**config.mk**
```make
export PLATFORM = sky130hd
export DESIGN_NAME = branch_predictor_flat
export DESIGN_NICKNAME = d
export VERILOG_FILES = /design/src/rtl/bp_pkg.sv /design/src/rtl/branch_predictor_if.sv /design/src/rtl/sat_counter.sv /design/src/rtl/branch_predictor.sv /design/src/flat_wrapper.sv
export SDC_FILE = /design/constraint.sdc
export NUM_CORES = 2
export LEC_CHECK = 0
export CAP_MARGIN = 30
export CORE_MARGIN = 2
export CORE_UTILIZATION = 35
export CTS_CLUSTER_DIAMETER = 80
export DETAILED_ROUTE_END_ITERATION = 8
export PLACE_DENSITY = 0.6
export RECOVER_POWER = 50
export SETUP_SLACK_MARGIN = 0.5
export SLEW_MARGIN = 20
export SYNTH_ARGS = -nofsm -noshare
export SYNTH_HDL_FRONTEND = slang
export SYNTH_SLANG_ARGS = --single-unit
```
**constraint.sdc**
```tcl
create_clock -name clk -period 5.3 [get_ports clk]
set_clock_uncertainty 0.2 [all_clocks]
set_input_delay 1.06 -clock clk [delete_from_list [all_inputs] [get_ports clk]]
set_output_delay 1.06 -clock clk [all_outputs]
set_load 0.02 [all_outputs]
```
**src/rtl/bp_pkg.sv**
```systemverilog
// Shared types and helpers for the dynamic branch predictor.
package bp_pkg;

   // Largest field widths any legal parameterisation can need.
   localparam int unsigned TAG_W_MAX = 30;
   localparam int unsigned CTR_W_MAX = 4;

   // Exception redirect targets for callers building their own redirects.
   localparam logic [31:0] ILLOP = 32'h80000004;
   localparam logic [31:0] XADR  = 32'h80000008;

   // One BTB entry; tag and ctr are zero-extended to the widest legal width.
   typedef struct packed {
      logic                 valid;
      logic                 sv;
      logic [TAG_W_MAX-1:0] tag;
      logic [31:0]          target;
      logic [CTR_W_MAX-1:0] ctr;
   } bp_entry_t;

   // Sequential next PC; the supervisor bit is never carried into.
   function automatic logic [31:0] fall(input logic [31:0] pc);
      return {pc[31], pc[30:0] + 31'd4};
   endfunction

endpackage

```
**src/rtl/branch_predictor_if.sv**
```systemverilog
// Lookup, update, redirect and statistics signals between pipeline and predictor.
interface branch_predictor_if;
   logic        if_pc_dummy_unused;
   logic [31:0] if_pc;
   logic        pred_taken;
   logic [31:0] pred_target;
   logic        upd_valid;
   logic [31:0] upd_pc;
   logic        upd_taken;
   logic [31:0] upd_target;
   logic        upd_pred_taken;
   logic [31:0] upd_pred_target;
   logic        mispredict;
   logic [31:0] redirect_pc;
   logic        flush_all;
   logic [31:0] stat_branches;
   logic [31:0] stat_misses;

   modport master (
      output if_pc, upd_valid, upd_pc, upd_taken, upd_target, upd_pred_taken,
             upd_pred_target, flush_all,
      input  pred_taken, pred_target, mispredict, redirect_pc, stat_branches, stat_misses
   );

   modport slave (
      input  if_pc, upd_valid, upd_pc, upd_taken, upd_target, upd_pred_taken,
             upd_pred_target, flush_all,
      output pred_taken, pred_target, mispredict, redirect_pc, stat_branches, stat_misses
   );
endinterface

```
**src/rtl/sat_counter.sv**
```systemverilog
// Saturating up/down counter with parallel load; load has priority.
module sat_counter #(
   parameter int unsigned CTR_BITS = 2
) (
   input  logic                clk,
   input  logic                reset,
   input  logic                inc_i,
   input  logic                dec_i,
   input  logic                load_i,
   input  logic [CTR_BITS-1:0] load_val_i,
   output logic [CTR_BITS-1:0] cnt_o
);

   logic [CTR_BITS-1:0] cnt_q, cnt_d;

   // Next count: load, else step toward the requested rail without wrapping.
   always_comb begin
      cnt_d = cnt_q;
      if (load_i) begin
         cnt_d = load_val_i;
      end else if (inc_i && (cnt_q != {CTR_BITS{1'b1}})) begin
         cnt_d = cnt_q + CTR_BITS'(1);
      end else if (dec_i && (cnt_q != '0)) begin
         cnt_d = cnt_q - CTR_BITS'(1);
      end
   end

   // Count register, cleared by the asynchronous active-low reset.
   always_ff @(posedge clk or negedge reset) begin
      if (!reset) cnt_q <= '0;
      else        cnt_q <= cnt_d;
   end

   assign cnt_o = cnt_q;

endmodule

```
**src/rtl/branch_predictor.sv**
```systemverilog
// Direct-mapped BTB with per-entry saturating counters, looked up in IF and
// trained by the branch-resolving stage; flags mispredictions with the fix-up PC.
module branch_predictor #(
   parameter int unsigned ENTRIES  = 16,
   parameter int unsigned CTR_BITS = 2,
   parameter int unsigned TAG_BITS = 8
) (
   input logic               clk,
   input logic               reset,
   branch_predictor_if.slave bp
);
   import bp_pkg::*;

   localparam int unsigned IDX = $clog2(ENTRIES);
   localparam logic [CTR_BITS-1:0] CtrInit = CTR_BITS'(32'd1 << (CTR_BITS - 1));

   logic [ENTRIES-1:0]  valid_q, valid_d, sv_q, sv_d;
   logic [TAG_BITS-1:0] tag_q    [ENTRIES];
   logic [TAG_BITS-1:0] tag_d    [ENTRIES];
   logic [31:0]         target_q [ENTRIES];
   logic [31:0]         target_d [ENTRIES];
   logic [CTR_BITS-1:0] ctr      [ENTRIES];
   logic [ENTRIES-1:0]  ctr_inc, ctr_dec, ctr_load;
   bp_entry_t           entry    [ENTRIES];

   logic [IDX-1:0]      if_idx, upd_idx;
   logic [TAG_BITS-1:0] if_tag, upd_tag;
   bp_entry_t           if_entry, upd_entry;
   logic                if_hit, upd_hit;
   logic [31:0]         stat_branches_q, stat_branches_d, stat_misses_q, stat_misses_d;

   function automatic logic entry_hit(input bp_entry_t e, input logic [TAG_BITS-1:0] tag,
                                      input logic sv);
      return e.valid & (e.tag == TAG_W_MAX'(tag)) & (e.sv == sv);
   endfunction

   // Per-entry counters; only one entry ever sees inc/dec/load in a cycle.
   for (genvar g = 0; g < ENTRIES; g++) begin : g_ctr
      sat_counter #(.CTR_BITS(CTR_BITS)) u_ctr (
         .clk        (clk),
         .reset      (reset),
         .inc_i      (ctr_inc[g]),
         .dec_i      (ctr_dec[g]),
         .load_i     (ctr_load[g]),
         .load_val_i (CtrInit),
         .cnt_o      (ctr[g])
      );
   end

   // Gather the table into entry records for uniform lookup.
   always_comb begin
      for (int i = 0; i < ENTRIES; i++) begin
         entry[i] = '{valid:  valid_q[i],
                      sv:     sv_q[i],
                      tag:    TAG_W_MAX'(tag_q[i]),
                      target: target_q[i],
                      ctr:    CTR_W_MAX'(ctr[i])};
      end
   end

   assign if_idx    = bp.if_pc[IDX+1:2];
   assign if_tag    = bp.if_pc[IDX+TAG_BITS+1:IDX+2];
   assign upd_idx   = bp.upd_pc[IDX+1:2];
   assign upd_tag   = bp.upd_pc[IDX+TAG_BITS+1:IDX+2];
   assign if_entry  = entry[if_idx];
   assign upd_entry = entry[upd_idx];
   assign if_hit    = entry_hit(if_entry, if_tag, bp.if_pc[31]);
   assign upd_hit   = entry_hit(upd_entry, upd_tag, bp.upd_pc[31]);

   // Same-cycle lookup; the shift isolates the counter MSB (upper bits are zero).
   always_comb begin
      bp.pred_taken  = if_hit & (|(if_entry.ctr >> (CTR_BITS - 1)));
      bp.pred_target = bp.pred_taken ? if_entry.target : fall(bp.if_pc);
   end

   // Misprediction check on the resolved instruction, combinational.
   always_comb begin
      bp.mispredict  = bp.upd_valid &
                       ((bp.upd_taken != bp.upd_pred_taken) |
                        (bp.upd_taken & bp.upd_pred_taken &
                         (bp.upd_target != bp.upd_pred_target)));
      bp.redirect_pc = bp.upd_taken ? bp.upd_target : fall(bp.upd_pc);
   end

   // Table next state: flush beats any update; a not-taken miss changes nothing.
   always_comb begin
      valid_d  = valid_q;
      sv_d     = sv_q;
      tag_d    = tag_q;
      target_d = target_q;
      ctr_inc  = '0;
      ctr_dec  = '0;
      ctr_load = '0;
      if (bp.flush_all) begin
         valid_d = '0;
      end else if (bp.upd_valid) begin
         if (upd_hit) begin
            ctr_inc[upd_idx] = bp.upd_taken;
            ctr_dec[upd_idx] = ~bp.upd_taken;
            if (bp.upd_taken) target_d[upd_idx] = bp.upd_target;
         end else if (bp.upd_taken) begin
            valid_d[upd_idx]  = 1'b1;
            sv_d[upd_idx]     = bp.upd_pc[31];
            tag_d[upd_idx]    = upd_tag;
            target_d[upd_idx] = bp.upd_target;
            ctr_load[upd_idx] = 1'b1;
         end
      end
   end

   // Table registers with asynchronous clear.
   always_ff @(posedge clk or negedge reset) begin
      if (!reset) begin
         valid_q <= '0;
         sv_q    <= '0;
         for (int i = 0; i < ENTRIES; i++) begin
            tag_q[i]    <= '0;
            target_q[i] <= '0;
         end
      end else begin
         valid_q  <= valid_d;
         sv_q     <= sv_d;
         tag_q    <= tag_d;
         target_q <= target_d;
      end
   end

   // Statistics next state, saturating at all-ones; unaffected by flush.
   always_comb begin
      stat_branches_d = stat_branches_q;
      stat_misses_d   = stat_misses_q;
      if (bp.upd_valid && (stat_branches_q != 32'hFFFFFFFF))
         stat_branches_d = stat_branches_q + 32'd1;
      if (bp.mispredict && (stat_misses_q != 32'hFFFFFFFF))
         stat_misses_d = stat_misses_q + 32'd1;
   end

   // Statistics registers.
   always_ff @(posedge clk or negedge reset) begin
      if (!reset) begin
         stat_branches_q <= '0;
         stat_misses_q   <= '0;
      end else begin
         stat_branches_q <= stat_branches_d;
         stat_misses_q   <= stat_misses_d;
      end
   end

   assign bp.stat_branches = stat_branches_q;
   assign bp.stat_misses   = stat_misses_q;

endmodule
```
**src/flat_wrapper.sv**
```systemverilog
// flat-port wrapper written by rule: the top's interface ports become plain ports
module branch_predictor_flat import bp_pkg::*;
#(
   parameter int unsigned ENTRIES  = 16,
   parameter int unsigned CTR_BITS = 2,
   parameter int unsigned TAG_BITS = 8
)
  (clk, reset, bp_if_pc, bp_upd_valid, bp_upd_pc, bp_upd_taken, bp_upd_target, bp_upd_pred_taken, bp_upd_pred_target, bp_flush_all, bp_pred_taken, bp_pred_target, bp_mispredict, bp_redirect_pc, bp_stat_branches, bp_stat_misses);
  branch_predictor_if bp_i ();
  input logic clk;
  input logic reset;
  input wire logic [$bits(bp_i.if_pc)-1:0] bp_if_pc;
  input wire logic [$bits(bp_i.upd_valid)-1:0] bp_upd_valid;
  input wire logic [$bits(bp_i.upd_pc)-1:0] bp_upd_pc;
  input wire logic [$bits(bp_i.upd_taken)-1:0] bp_upd_taken;
  input wire logic [$bits(bp_i.upd_target)-1:0] bp_upd_target;
  input wire logic [$bits(bp_i.upd_pred_taken)-1:0] bp_upd_pred_taken;
  input wire logic [$bits(bp_i.upd_pred_target)-1:0] bp_upd_pred_target;
  input wire logic [$bits(bp_i.flush_all)-1:0] bp_flush_all;
  output wire logic [$bits(bp_i.pred_taken)-1:0] bp_pred_taken;
  output wire logic [$bits(bp_i.pred_target)-1:0] bp_pred_target;
  output wire logic [$bits(bp_i.mispredict)-1:0] bp_mispredict;
  output wire logic [$bits(bp_i.redirect_pc)-1:0] bp_redirect_pc;
  output wire logic [$bits(bp_i.stat_branches)-1:0] bp_stat_branches;
  output wire logic [$bits(bp_i.stat_misses)-1:0] bp_stat_misses;
  assign bp_i.if_pc = bp_if_pc;
  assign bp_i.upd_valid = bp_upd_valid;
  assign bp_i.upd_pc = bp_upd_pc;
  assign bp_i.upd_taken = bp_upd_taken;
  assign bp_i.upd_target = bp_upd_target;
  assign bp_i.upd_pred_taken = bp_upd_pred_taken;
  assign bp_i.upd_pred_target = bp_upd_pred_target;
  assign bp_i.flush_all = bp_flush_all;
  assign bp_pred_taken = bp_i.pred_taken;
  assign bp_pred_target = bp_i.pred_target;
  assign bp_mispredict = bp_i.mispredict;
  assign bp_redirect_pc = bp_i.redirect_pc;
  assign bp_stat_branches = bp_i.stat_branches;
  assign bp_stat_misses = bp_i.stat_misses;
  branch_predictor #(.ENTRIES(ENTRIES), .CTR_BITS(CTR_BITS), .TAG_BITS(TAG_BITS)) u_core (.clk(clk), .reset(reset), .bp(bp_i));
endmodule
```
* Word-level counts from Yosys, hierarchy flattened
Index checks and enable logic that the tools add are counted.
** Storage, ports and cells
- Bits in registers :: 768
- Logic and storage cells :: 288
** Operators by class
- Bitwise gates (word level) :: 17
- Add/sub/neg operators :: 36
- Muxes and demuxes :: 79
- Reduce and logical (&&, ||, !) cells :: 74
- Magnitude comparators :: 5
- Eq/ne operators :: 25
** Operators by type and width (count)
- $bmux 68 s4 :: 2
- $bwmux 512 :: 1
- $mux 68 :: 4
- $mux 16 :: 14
- $bwmux 128 :: 1
- $demux 32 s4 :: 1
- $mux 2 :: 48
- $mux 32 :: 3
- $add 32x1->32 const B :: 2
- $ne 32x32->1 const B :: 2
- $add 31x3->31 const B :: 2
- $eq 30x8->1 :: 2
- $reduce_bool 3->1 :: 16
- $logic_and 1x1->1 :: 36
- $reduce_bool 2->1 :: 18
- $ne 2x2->1 const B :: 17
- $add 2x1->2 const B :: 16
- $and 16x16->16 :: 2
- $demux 8 s4 :: 1
- $ne 32x32->1 :: 1
- $sub 2x1->2 const B :: 16
- $bwmux 16 :: 1
- $or 16x16->16 :: 1
- $ge 5x5->1 const B :: 2
- other kinds (15) :: 27

* Longest topological paths before layout
- Depth in word-level cells :: 14
- Depth in mapped cells :: 13

* By module
Synthesis repeated with hierarchy kept, for this count alone.
** Second synthesis, totals
- Cells, all modules :: 2826
- Area total of the unflattened synthesis :: 39658.0 µm²
** By module, submodules not included
- branch_predictor :: sequential area each 18417.7 µm², area an instance 37776.2 µm², instances 1, cells each 2634
- sat_counter :: sequential area each 50.0 µm², area an instance 117.6 µm², instances 16, cells each 12

* Worst setup path after synthesis
OpenSTA, ideal clock, no wires.
- Kind :: input -> output
- Start :: input bp_if_pc[2]
- End :: output bp_pred_target[0]
- Buffers on the path :: 5
- Path slack :: 0.180 ns
- Arrival time :: 3.860 ns
- Required time :: 4.040 ns
- Stages :: 8
- Path through :: buf_2 > buf_2 > buf_2 > buf_2 > buf_1 > mux4_2 > mux4_2 > mux2_2
** On the way
- Word-level cells in the longest chain between the ends :: 9
** RTL lines
- start: declaration :: line flat_wrapper.sv:12 : input wire logic [$bits(bp_i.if_pc)-1:0] bp_if_pc;
- $not 4->5 (implied by the code) * :: line branch_predictor.sv:65 : assign if_entry = entry[if_idx];
- $bmux 68 s4 * :: line branch_predictor.sv:65
- $mux 68 (implied by the code) * (2 in series) :: line branch_predictor.sv:65
- $eq 30x8->1 :: line branch_predictor.sv:34 : return e.valid & (e.tag == TAG_W_MAX'(tag)) & (e.sv == sv);
- $and 1x1->1 (2 in series) :: line branch_predictor.sv:34
- $and 1x1->1 :: line branch_predictor.sv:72 : bp.pred_taken = if_hit & (|(if_entry.ctr >> (CTR_BITS - 1)));
- $mux 32 * :: line branch_predictor.sv:73 : bp.pred_target = bp.pred_taken ? if_entry.target : fall(bp.if_pc);
- end: declaration :: line flat_wrapper.sv:21 : output wire logic [$bits(bp_i.pred_target)-1:0] bp_pred_target;
Mark *: on every way between the ends. The rest lies on a longest branch, timed or not. The select of a mux whose other input is x is not followed.

* Final worst setup path
- Start :: input bp_if_pc[3]
- End :: output bp_pred_target[16]
** On the way
- Word-level cells in the longest chain between the ends :: 9
** RTL lines (line)
- $not 4->5 (implied by the code) :: branch_predictor.sv:65
- $bmux 68 s4 :: branch_predictor.sv:65
- $mux 68 (implied by the code) (2 in series) :: branch_predictor.sv:65
- $eq 30x8->1 :: branch_predictor.sv:34
- $and 1x1->1 (2 in series) :: branch_predictor.sv:34
- $and 1x1->1 :: branch_predictor.sv:72
- $mux 32 * :: branch_predictor.sv:73
Marked as above.

==> results.json <==
{
  "critPathTopFamily": "buffers and inverters",
  "synth_top_family_by_area": "multiplexers",
  "r2r_cells": 7,
  "core_um2": 111000,
  "ant_nets": 0,
  "cp_common_cell": "buf_4",
  "path_clk_slew_ps": 60,
  "register_area_um2": 19200,
  "crit_arrival_ps": 3780,
  "syn_area_um2": 38900,
  "ir_worst_vdd_mv": 0.232,
  "dp_cells": 4423,
  "syn-num-nets": 2867,
  "io_buffers": 263,
  "power_mw": 15.8,
  "drt_iter0_markers": 1900,
  "period_minus_slack_ps": 5040,
  "cp_slowest_cell": "a32o_1",
  "nets": 3182,
  "grt_max_degree": 107,
  "top_layer": "met5",
  "final_cells": 4591,
  "fin_crit_sh_pct": 95.1,
  "via_per_inst": 5.48,
  "drv_slew": 113,
  "die_y_um": 338,
  "htree_levels": 3,
  "power_density_nw_per_um2": 334,
  "grt_setup_unrepaired": "yes",
  "fin_util_pct": 42.8,
  "finalSetupTns_ps": 0,
  "critPathLaunchType": "input pin",
  "grt_util_all_layers_pct": 20.8,
  "hold_viol": 0,
  "drc": 0,
  "cts-root-buf": "clkbuf_16",
  "endpoint_kind": "output pin",
  "worstSetupPathDepth": 13,
  "synthMuxAreaShare_pct": 35.3,
  "async_flop_share_pct": 100,
  "path_cells": "clkbuf_16, buf_4, buf_4, buf_4, a211oi_1, a221oi_1, a41oi_1, o21ai_0, a32o_1, nand3_4, buf_12, mux2_2, dlygate4sd2_1",
  "gp_congestion": 0.876,
  "die_w_um": 338,
  "worstSetupPathType": "input pin to output pin",
  "synth-simple-area-share_pct": 4.77,
  "wl_met1_mm": 53.6,
  "gr-total-overflow": 0,
  "vias": 25200,
  "multi_input_area_um2": 18800,
  "ys.warnings.count": 0,
  "antenna_found_initial": 4,
  "synthDistinctLibCells": 69,
  "synth_edf_count": 0,
  "required_ps": 4040,
  "start_util_pct": 35.2,
  "synth_compound_area_share_pct": 3.44,
  "placementRows": 122,
  "worstSkewPairLatency_ps": 660,
  "max_freq_mhz": 198,
  "syn2layout_area_growth_pct": 21.5,
  "wl_met3_mm": 8.17,
  "worstHoldPathCells": 1,
  "layout-drive-gt1-share_pct": 43.4,
  "synth_cells": 2725,
  "worst-path-buf-inv": 6,
  "fp.dieArea_um2": 114000,
  "wl_per_cell_um": 25.8,
  "status": "complete, but fails checks",
  "synth-seq-area-share_pct": 49.4,
  "dr.pass1.iters": 7,
  "cpPeakStageDelay_ps": 360,
  "power.leakage_nw": 21.0,
  "clkSinkCount": 768,
  "dp_slack_ps": -173,
  "cts_tree": "done",
  "worst_slew_pin_slew_ps": 3120,
  "grt_pass1_wl_mm": 175,
  "max_slew_margin_pct": -108,
  "wirelength_mm": 119,
  "hpwlAfterDp_mm": 76.3,
  "boundaryPins": 264,
  "n_fill_cell": 10200,
  "synthFlopType": "dfrtp_1",
  "violations": "capacitance limit, slew limit",
  "wl_met2_mm": 54.0,
  "numCtsBuffers": 88,
  "setup_viol": 0,
  "fin_ws_ps": 261,
  "cap_violations": 2,
  "crit_path_max_fanout": 19,
  "ys_ff_latch": 768,
  "hold_path_class": "register to register",
  "synth_xor_area_share_pct": 4.09,
  "ctsHoldBuffers": 0,
  "clock_path_buffers": 3,
  "synthAdderAreaFrac_pct": 0.257,
  "grt_pass1_vias": 25400,
  "syn_avg_cell_area_um2": 14.3,
  "antenna_cells": 0
}
==> worst reg2reg max path: stages, from the launching register on <==
cell      delay, ps
dfrtp_1         440
nand4_1         200
or4_1           580
or4_1           590
o311ai_0       1390
or2_1           420
nor2_1          110
xor2_1          150
==> cells by family after synthesis <==
| kind of cell | count (synthesis) |
|---|---|
| XOR/XNOR | 182 |
| multiplexers | 963 |
| AND/OR/NAND/NOR | 363 |
| adder cells (fa/ha/maj) | 8 |
| flip-flops | 768 |
| buffers and inverters | 263 |
| AO/OA/AOI/OAI | 178 |
==> path summary, 6_finish.rpt <==
kind	startpoint	endpoint	slack [ps]
setup / recovery	bp_if_pc[3]	bp_pred_target[16]	260
hold / removal	u_core.bp.stat_misses[31]	u_core.bp.stat_misses[31]	290
setup reg to reg	u_core.bp.stat_branches[2]	u_core.bp.stat_branches[22]	1100
hold reg to reg	u_core.bp.stat_misses[31]	u_core.bp.stat_misses[31]	290
max in group asynchronous	reset	u_core.entry[574]	710
min in group asynchronous	reset	u_core.entry[721]	1100
==> synthesized netlist by cell type (all sizes together), types with 20 or more instances <==
library cell	instances	area [µm²]
buf	78	379
and3	23	144
mux2i	32	320
dfrtp	768	19200
nand3	71	355
o21ai	57	285
xnor2	133	1160
xor2	49	429
clkbuf	164	617
nand4	43	269
mux2	693	8070
a21oi	41	322
nor3	25	125
nand2	97	364
mux4	238	5360
nor2	41	154
inv	20	75.1
==> repair_timing <==
action,4_1_cts,5_1_grt
resized for setup,135,53
gates cloned,3,0
pin swaps,2,0
setup endpoints to repair,54,48
setup buffers,11,0
==> per-stage QoR <==
step	area, µm²	hold WS, ps
after floorplan	39000	270
after global placement	44200	282
after detailed placement	44200	283
after CTS	47300	298
after global routing	47300	308
final	47300	291
==> layer usage <==
metal	vias to the layer above	GRT usage [%]
met4	2	5.18
met2	821	31.8
met1	13400	29.7
met3	139	5.04
met5	-	0
li1	10800	-
==> state kept, by name (all words and copies together), names as in the netlist <==
signal                    flops
u_core.bp.stat_branches      32
u_core.bp.stat_misses        32
u_core.entry                640
u_core.g_ctr.u_ctr.cnt_o     32
u_core.sv_q                  16
u_core.valid_q               16
==> layout by cell type, fill, tap and decap left out, drive strengths merged, types with 8 or more instances in the layout <==
| cell | Yosys | layout |
|---|---|---|
| inv | 20 | 25 |
| mux2i | 32 | 32 |
| nand4 | 43 | 43 |
| clkdlybuf4s50 | 0 | 140 |
| nor3 | 25 | 25 |
| xnor2 | 133 | 133 |
| buf | 78 | 222 |
| and3 | 23 | 23 |
| mux2 | 693 | 693 |
| o21ai | 57 | 57 |
| xor2 | 49 | 49 |
| o41ai | 9 | 9 |
| ha | 8 | 8 |
| clkbuf | 164 | 146 |
| nor4 | 12 | 12 |
| a21oi | 41 | 41 |
| clkinv | 1 | 14 |
| dlygate4sd3 | 0 | 61 |
| dfrtp | 768 | 768 |
| nand2 | 97 | 97 |
| and4 | 12 | 12 |
| o311ai | 17 | 17 |
| and2 | 18 | 18 |
| o21ba | 16 | 16 |
| dlygate4sd2 | 0 | 16 |
| nor2 | 41 | 41 |
| mux4 | 238 | 238 |
| nand3 | 71 | 71 |
==> power by group <==
part / switching, mW / internal (mW) / leakage [nW]
clock: 2.53 / 3.60 / 1.41
combinational: 1.14 / 1.46 / 9.45
sequential: 0.468 / 6.60 / 10.2
total: 4.14 / 11.7 / 21.0
==> cell type report <==
| type | count | area share [%] |
|---|---|---|
| inverter | 21 | 0.167 |
| clock inverter | 27 | 0.791 |
| sequential | 768 | 40.6 |
| tap | 1488 | 3.94 |
| clock buffer | 126 | 5.30 |
| timing repair buffer | 467 | 9.51 |
| multi-input combinational | 1694 | 39.7 |
Power figures use the tool's default switching activity.
